===== config.mk =====
export PLATFORM = sky130hd
export DESIGN_NAME = uart_receiver
export DESIGN_NICKNAME = d
export VERILOG_FILES = /design/src/rtl/uart_pkg.sv /design/src/rtl/sync_2ff.sv /design/src/rtl/uart_receiver.sv
export SDC_FILE = /design/constraint.sdc
export NUM_CORES = 1
export LEC_CHECK = 0
export ABC_AREA = 1
export CORE_MARGIN = 2
export CORE_UTILIZATION = 51
export CTS_CLUSTER_SIZE = 14
export DETAILED_ROUTE_END_ITERATION = 8
export PLACE_DENSITY = 0.74
export SLEW_MARGIN = 10
export SYNTH_ARGS = -nofsm -noshare
export SYNTH_HDL_FRONTEND = slang
export SYNTH_SLANG_ARGS = --single-unit

===== constraint.sdc =====
create_clock -name clk -period 1.3 [get_ports clk]
set_input_delay 0.26 -clock clk [delete_from_list [all_inputs] [get_ports clk]]
set_output_delay 0.26 -clock clk [all_outputs]
set_load 0.03 [all_outputs]

===== src/rtl/uart_pkg.sv =====
// Shared UART types: receiver FSM state encoding and data width.
package uart_pkg;
    localparam int UART_DATA_W = 8;

    typedef enum logic [1:0] {
        IDLE,
        START,
        DATA,
        STOP
    } rx_state_t;
endpackage


===== src/rtl/sync_2ff.sv =====
// Two-flop synchronizer for a single async level; 2-cycle latency, no backpressure.
module sync_2ff #(
    parameter logic RESET_VAL = 1'b1
) (
    input  logic clk,
    input  logic rst_n,
    input  logic d_i,
    output logic q_o
);
    logic meta_q;
    logic sync_q;

    always_ff @(posedge clk or negedge rst_n) begin
        if (!rst_n) begin
            meta_q <= RESET_VAL;
            sync_q <= RESET_VAL;
        end else begin
            meta_q <= d_i;
            sync_q <= meta_q;
        end
    end

    assign q_o = sync_q;
endmodule


===== src/rtl/uart_receiver.sv =====
// 8N1 UART receiver to ready/valid byte port; valid 3 cycles after stop-bit centre, a commit
// while valid overwrites data_out. UART_RX_OVERRUN_EN adds the sticky overrun flag.
module uart_receiver
    import uart_pkg::*;
#(
    parameter int CLOCK_FREQ = 125_000_000,
    parameter int BAUD_RATE  = 115_200
) (
    input  logic                   clk,
    input  logic                   rst,
    input  logic                   serial_in,
    output logic [UART_DATA_W-1:0] data_out,
    output logic                   data_out_valid,
    input  logic                   data_out_ready,
    output logic                   overrun
);
    localparam int SYMBOL_EDGE_TIME = CLOCK_FREQ / BAUD_RATE;
    localparam int SAMPLE_TIME      = SYMBOL_EDGE_TIME / 2;
    localparam int CLK_CNT_W        = $clog2(SYMBOL_EDGE_TIME);
    localparam logic [CLK_CNT_W-1:0] SAMPLE_LAST = CLK_CNT_W'(SAMPLE_TIME - 1);
    localparam logic [CLK_CNT_W-1:0] SYMBOL_LAST = CLK_CNT_W'(SYMBOL_EDGE_TIME - 1);

    rx_state_t              state_q;
    logic [CLK_CNT_W-1:0]   clk_cnt_q;
    logic [2:0]             bit_cnt_q;
    logic [UART_DATA_W-1:0] shift_q;
    logic [UART_DATA_W-1:0] data_q;
    logic                   valid_q;
    logic                   rx_q;
    logic                   rx_s;
    logic                   fire;
    logic                   commit;

    sync_2ff #(.RESET_VAL(1'b1)) u_rx_sync (
        .clk   (clk),
        .rst_n (rst),
        .d_i   (serial_in),
        .q_o   (rx_s)
    );

    assign fire   = valid_q & data_out_ready;
    assign commit = (state_q == STOP) && (clk_cnt_q == SYMBOL_LAST) && rx_s;

    always_ff @(posedge clk or negedge rst) begin
        if (!rst) begin
            state_q   <= IDLE;
            clk_cnt_q <= '0;
            bit_cnt_q <= '0;
            shift_q   <= '0;
            data_q    <= '0;
            valid_q   <= 1'b0;
            rx_q      <= 1'b1;
        end else begin
            rx_q <= rx_s;
            case (state_q)
                IDLE: begin
                    clk_cnt_q <= '0;
                    // Edge-triggered so a held-low break line cannot restart a frame.
                    if (rx_q && !rx_s) state_q <= START;
                end
                START: begin
                    if (clk_cnt_q == SAMPLE_LAST) begin
                        clk_cnt_q <= '0;
                        bit_cnt_q <= '0;
                        state_q   <= rx_s ? IDLE : DATA;
                    end else begin
                        clk_cnt_q <= clk_cnt_q + 1'b1;
                    end
                end
                DATA: begin
                    if (clk_cnt_q == SYMBOL_LAST) begin
                        clk_cnt_q <= '0;
                        shift_q   <= {rx_s, shift_q[UART_DATA_W-1:1]};
                        bit_cnt_q <= bit_cnt_q + 1'b1;
                        if (bit_cnt_q == 3'd7) state_q <= STOP;
                    end else begin
                        clk_cnt_q <= clk_cnt_q + 1'b1;
                    end
                end
                STOP: begin
                    if (clk_cnt_q == SYMBOL_LAST) begin
                        clk_cnt_q <= '0;
                        state_q   <= IDLE;
                    end else begin
                        clk_cnt_q <= clk_cnt_q + 1'b1;
                    end
                end
                default: state_q <= IDLE;
            endcase

            if (commit) begin
                data_q  <= shift_q;
                valid_q <= 1'b1;
            end else if (fire) begin
                valid_q <= 1'b0;
            end
        end
    end

    assign data_out       = data_q;
    assign data_out_valid = valid_q;

`ifdef UART_RX_OVERRUN_EN
    logic overrun_q;

    always_ff @(posedge clk or negedge rst) begin
        if (!rst) begin
            overrun_q <= 1'b0;
        end else if (commit && valid_q && !data_out_ready) begin
            overrun_q <= 1'b1;
        end else if (fire) begin
            overrun_q <= 1'b0;
        end
    end

    assign overrun = overrun_q;
`else
    assign overrun = 1'b0;
`endif
endmodule


==> results of run 1 <==
[cells by family (layout without fill, tap and decap cells)]
group,count (synthesis),after routing
AOI/OAI and AO/OA,26,26
other,1,1
adders and majority gates,5,5
xor gates and xnor gates,5,5
muxes,1,1
and+or+nand+nor,96,96
buffers and inverters,35,84
DFF,36,36
[worst max-delay path by stage]
stage          slack, ps    startpoint  cells after the start           end
2_1_floorplan       -190  clk_cnt_q[0]                      9   data_out[7]
3_3_place_gp        -190  clk_cnt_q[0]                      8  clk_cnt_q[2]
3_5_place_dp        -260  clk_cnt_q[0]                      8  clk_cnt_q[2]
4_1_cts             -210  clk_cnt_q[1]                      9   data_out[6]
5_1_grt             -340  clk_cnt_q[1]                     10  bit_cnt_q[1]
6_report            -270  clk_cnt_q[1]                     10  bit_cnt_q[2]
[cell usage in the layout (no fill, tap or decap), types with 2 or more instances in the layout]
cell type	Yosys	routed
buf_2	0	7
ha_1	5	2
nor2_4	3	7
nand3_2	0	4
xor2_1	4	3
a21oi_2	0	2
o21ai_2	8	15
clkdlybuf4s50_1	0	3
clkbuf_4	0	5
buf_4	1	22
nand2_2	3	19
inv_1	25	22
buf_6	2	6
nor2_2	1	7
nand3_1	13	8
inv_2	7	9
dfrtp_1	33	32
dfstp_2	3	3
nor3_1	3	2
ha_4	0	3
clkinv_2	0	2
buf_12	0	3
nand2_1	46	30
nor2_1	24	14
o21ai_1	13	5
[cell type report]
class / count / area share
timing repair buffer: 43 / 0.156
timing repair inverter: 1 / 0.00302
inverter: 32 / 0.0493
sequential: 36 / 0.364
multi-input combinational: 134 / 0.382
clock inverter: 3 / 0.00754
tap: 46 / 0.0231
clock buffer: 5 / 0.0151
[timing repair]
action | 4_1_cts | 5_1_grt
pin swaps | 10 | 12
cloned | 1 | 1
gates resized for setup | 46 | 60
setup buffers | 3 | 2
endpoints found under the setup margin | 41 | 41
hold buffers | 0 | 0
[routing by layer]
metal	global-route usage	vias up	wire length, um
met5	0	-	0
met2	0.343	49	2160
li1	-	733	-
met1	0.256	723	1760
met3	0.0523	20	163
met4	0.114	0	184
[flip-flops by register name, indices dropped and copies added, names as in the netlist, named ones only]
signal,cells
shift_q,8
bit_cnt_q,3
data_out,8
rx_q,1
u_rx_sync.q_o,1
clk_cnt_q,11
data_out_valid,1
state_q,1
u_rx_sync.meta_q,1
[metrics by stage]
step	std cells	TNS (ps)	instance area [um2]	hold slack [ps]	total power [mW]
2_1_floorplan	205	-2360	1780	-35.6	1.74
3_3_place_gp	285	-3790	2150	346	2.02
3_5_place_dp	285	-5400	2150	349	2.04
4_1_cts	297	-4330	2340	279	2.90
5_1_grt	300	-9260	2490	275	3.35
6_report	300	-7120	2490	268	3.19
[power by group through the flow]
stage	clock network [mW]	logic [mW]	registers, mW
final	0.588	1.31	1.29
after global routing	0.643	1.41	1.29
after floorplan	0	0.447	1.30
after global placement	0	0.734	1.29
after detailed placement	0	0.751	1.29
after CTS	0.595	1.03	1.27
==> metrics, run 1 <==
status=finished with violations; failing checks=negative setup slack; clk root buf=clkbuf_4; CTS clock-pin slew for the worst setup and hold paths=around 120 ps; die height=roughly 63 um; post-synth cell types=26; final worst slack=-267 ps; hpwl dp=2.38 mm; multiplexer share of the synthesized area=0.00563; Syn Nets=roughly 210; Port Buf Inserts=12; max cap viols=0; largest net degree at the start of global routing=37; fraction of layout instances using a drive strength above 1=0.500; routed wire length=around 4.3 mm; Logic pwr share=0.411; maximum root-to-sink buffer count=2; crit-path leading delay family=simple AND/OR/NAND/NOR gates; top cells by area, synth=dfrtp_1 (46%), nand2_1 (9.7%), inv_1 (5.3%); CTS tree=built; compound-gate portion of the synthesized area=0.0915; Final Util=0.746; FFs w/ async S/R, synth=1.00; Multi-input gate area=approximately 950 um2; top cells by count, synth=nand2_1 (46), dfrtp_1 (33), inv_1 (25), nor2_1 (24); sequential share of power=0.404; Cells after Synth=approximately 210; Clk pwr share=0.184; area delta synth->final=40.0%; synthesis-stage register bit count=36; initial antenna violation count=0; Worst R2R End=bit_cnt_q[2]; Post-Synth Adder-Cell Area=0.0352; vias in the first global route=about 1500; syn_area_per_cell=about 8.7 um2; # IOs=14; CP max FO=3; arrival time at the worst endpoint=roughly 1800 ps; Buf/Inv on CP=3; Fill cells=242; all-layer global routing usage=0.211; endpoints failing setup=33; Leakage=1.14 nW; Routed WL per cell=between 10 and 15 um; RSZ-0062 raised after global routing=true; Clk Latency, worst-skew pair=~340 ps; pwr dens=roughly 1300 nW/um2; Iteration-0 DRC Markers=75; nets=262; Via density=5.08; largest family of logic cells by synthesized area=simple AND/OR/NAND/NOR gates; dominant cell type by area after synthesis=dfrtp_1; standard-cell rows=21; total CTS buffers=5; Critical R2R Launch=clk_cnt_q[1]; ANT cells=0; TritonRoute pass-1 iters=4; Fmax=638 MHz; Net Sw Frac=0.384; final max-slew violation count=0; Worst Hold Class=input port to asynchronous set/reset pin; Psw=~1.2 mW; Yosys warnings=0; XOR/XNOR Fraction of Synth Area=0.0246; reg2reg setup slack=-270 ps; DRC viols=0; htree depth=2; Die Span X=around 63 um; FF/Latch Area=roughly 910 um2; post-synthesis simple-gate area fraction=0.248; CP most frequent cell=nand2_1; critical path endpoint category=register; startpoint types=register; clk_skew=between 10 and 15 ps; CTS Sinks=36; P_int=between 1.5 and 2 mW; min cycle time layout=around 1600 ps; via count=1525; post-synthesis sequential area ratio=0.509; Final Hold Fails=0; total core area=3340 um2; die area=3970 um2; sequence of cells on the critical path=inv_2, ha_4, inv_1, nor2_2, nand3_2, nor2_4, buf_6, o21ai_2, nand2_1, nand2_1; CP max-delay cell=dfrtp_1; first-pass GRT wire length=roughly 6.4 mm; grt ovf=0; critical path required time=~1500 ps; number of synthesized flops with an enable pin=0; max incr delay on CP=420 ps; synthesized area=1780 um2; Worst VDD drop=954 uV; most used flip-flop cell after synthesis=dfrtp_1; top cell type's share of synthesized area=0.464; Post-Place Setup Slack=-258 ps; GP Congestion=between 0.8 and 0.9; post-route ant nets=0; final period utilization=1.21; Worst Reg-to-Reg Cells=10; CP Class=register to register; Initial Utilization=0.533; count leader, synth=nand2_1
Power figures use the tool's default switching activity.
==> run 2, diff against run 1 <==
Settings changed: CELL_PAD_IN_SITES_DETAIL_PLACEMENT set to 0, CELL_PAD_IN_SITES_GLOBAL_PLACEMENT set to 1, CORE_UTILIZATION 51 to 39, PLACE_DENSITY 0.74 to unset, PLACE_DENSITY_LB_ADDON set to 0.1.
==> metrics, run 2 (synthesis gave the netlist of run 1 again) <==
P_int=between 2 and 2.5 mW; max cap viols=0; Psw=between 1 and 1.5 mW; Worst Hold Class=input port to asynchronous set/reset pin; placed inst area=around 2200 um2; arrival time at the worst endpoint=roughly 1700 ps; CTS clock-pin slew for the worst setup and hold paths=80 ps; startpoint types=register; post-route ant nets=0; Port Buf Inserts=12; via count=around 1400; total CTS buffers=5; CP max FO=17; maximum root-to-sink buffer count=2; failing checks=negative setup slack; critical path endpoint category=register; pwr dens=1400 nW/um2; fraction of layout instances using a drive strength above 1=0.402; endpoints failing setup=33; Die Span X=roughly 72 um; final max-slew violation count=0; max incr delay on CP=400 ps; Most flops, register=clk_cnt_q; min cycle time layout=around 1500 ps; M3 GR Usage=0.0422; RSZ-0062 raised after global routing=true; Initial Utilization=0.406; Iteration-0 DRC Markers=between 60 and 70; # IOs=14; Worst VDD drop=around 650 uV; initial antenna violation count=0; die area=5120 um2; Largest register FFs=11; GR peak layer=met2; first-pass GRT wire length=about 6.5 mm; Cell Count, Final, Fillers Out=approximately 300; Logic pwr share=0.326; commonest non-fill, non-tap cell in the layout=nand2_1; status=finished with violations; area delta synth->final=35.9%; sequence of cells on the critical path=inv_1, ha_2, nand2_2, nor2_4, and3_4, nand4_4, buf_12, nand2_1, o21ai_2; design area=between 2000 and 2500 um2; Clk pwr share=0.298; final worst slack=-211 ps; all-layer global routing usage=0.162; hpwl dp=around 2.7 mm; htree depth=2; placed insts=292; die height=about 70 um; clk root buf=clkbuf_8; nets=approximately 260; sequential share of power=0.376; most frequent cells in the layout=nand2_1 (41), dfrtp_1 (33), buf_4 (28); Fin Setup TNS=-4490 ps; Clk Latency, worst-skew pair=about 290 ps; critical path required time=around 1500 ps; Leakage=around 1.1 nW; DRC viols=0; grt ovf=0; total core area=4380 um2; CTS Sinks=36; met1 Usage GRT=0.200; Routed WL per cell=between 10 and 15 um; M2 GR Usage=0.276; Final Hold Fails=0; TritonRoute pass-1 iters=4; largest net degree at the start of global routing=37; Fmax=roughly 660 MHz; routed wire length=around 3.7 mm; standard-cell rows=24; Via density=4.60; clk_skew=about 9.1 ps; Net Sw Frac=0.332; cts hold-fix bufs=0; vias in the first global route=around 1500; CP Class=register to register; ANT cells=0; crit-path leading delay family=simple AND/OR/NAND/NOR gates; GP Congestion=about 0.85; Buf/Inv on CP=2; CTS tree=built; final period utilization=1.16; final hold slack=between 300 and 400 ps; CP max-delay cell=dfrtp_1
-- run 2: per-stage QoR --
stage / power, mW / setup WS, ps / util
3_5_place_dp: 2.11 / -283 / 0.493
4_1_cts: 3.17 / -193 / 0.526
3_3_place_gp: 2.10 / -243 / 0.493
6_report: 3.37 / -211 / 0.551
2_1_floorplan: 1.74 / -188 / -
5_1_grt: 3.59 / -292 / 0.551
-- run 2: power groups by stage --
stage          logic [mW]  clock network (mW)  registers (mW)
2_1_floorplan       0.447                   0            1.30
3_3_place_gp        0.813                   0            1.29
3_5_place_dp        0.825                   0            1.29
4_1_cts             0.871                1.03            1.27
5_1_grt              1.23                1.08            1.28
6_report             1.10                1.00            1.27
-- run 2: metal layers --
layer | vias up | share of wire
met5 | - | 0
met4 | 0 | 0.0087
met1 | 652 | 0.47
met2 | 15 | 0.49
li1 | 723 | -
met3 | 4 | 0.030
-- run 2: worst paths after layout --
path                                       start             to  slack [ps]  cells after the start
worst max-delay path                clk_cnt_q[0]    data_out[0]        -210                      9
worst max register to register      clk_cnt_q[0]    data_out[0]        -210                      9
min in group clk                u_rx_sync.meta_q  u_rx_sync.q_o         360                      0
max in group asynchronous                    rst  u_rx_sync.q_o         700                      2
worst min register to register  u_rx_sync.meta_q  u_rx_sync.q_o         360                      0
worst min-delay path                         rst   bit_cnt_q[1]         330                      2
-- run 2: repair_timing --
item                                    4_1_cts  5_1_grt
setup buffers                                 0        2
resized for setup                            22       28
cloned                                        0        1
endpoints found under the setup margin       38       37
pin swaps                                     7       15
-- run 2: cell type report --
class	instances	area, um2
fill	412	1970
sequential	36	905
multi-input combinational	134	857
timing repair buffer	40	348
inverter	32	123
clock buffer	5	68.8
tap	52	65.1
clock inverter	3	42.5
timing repair inverter	1	7.51
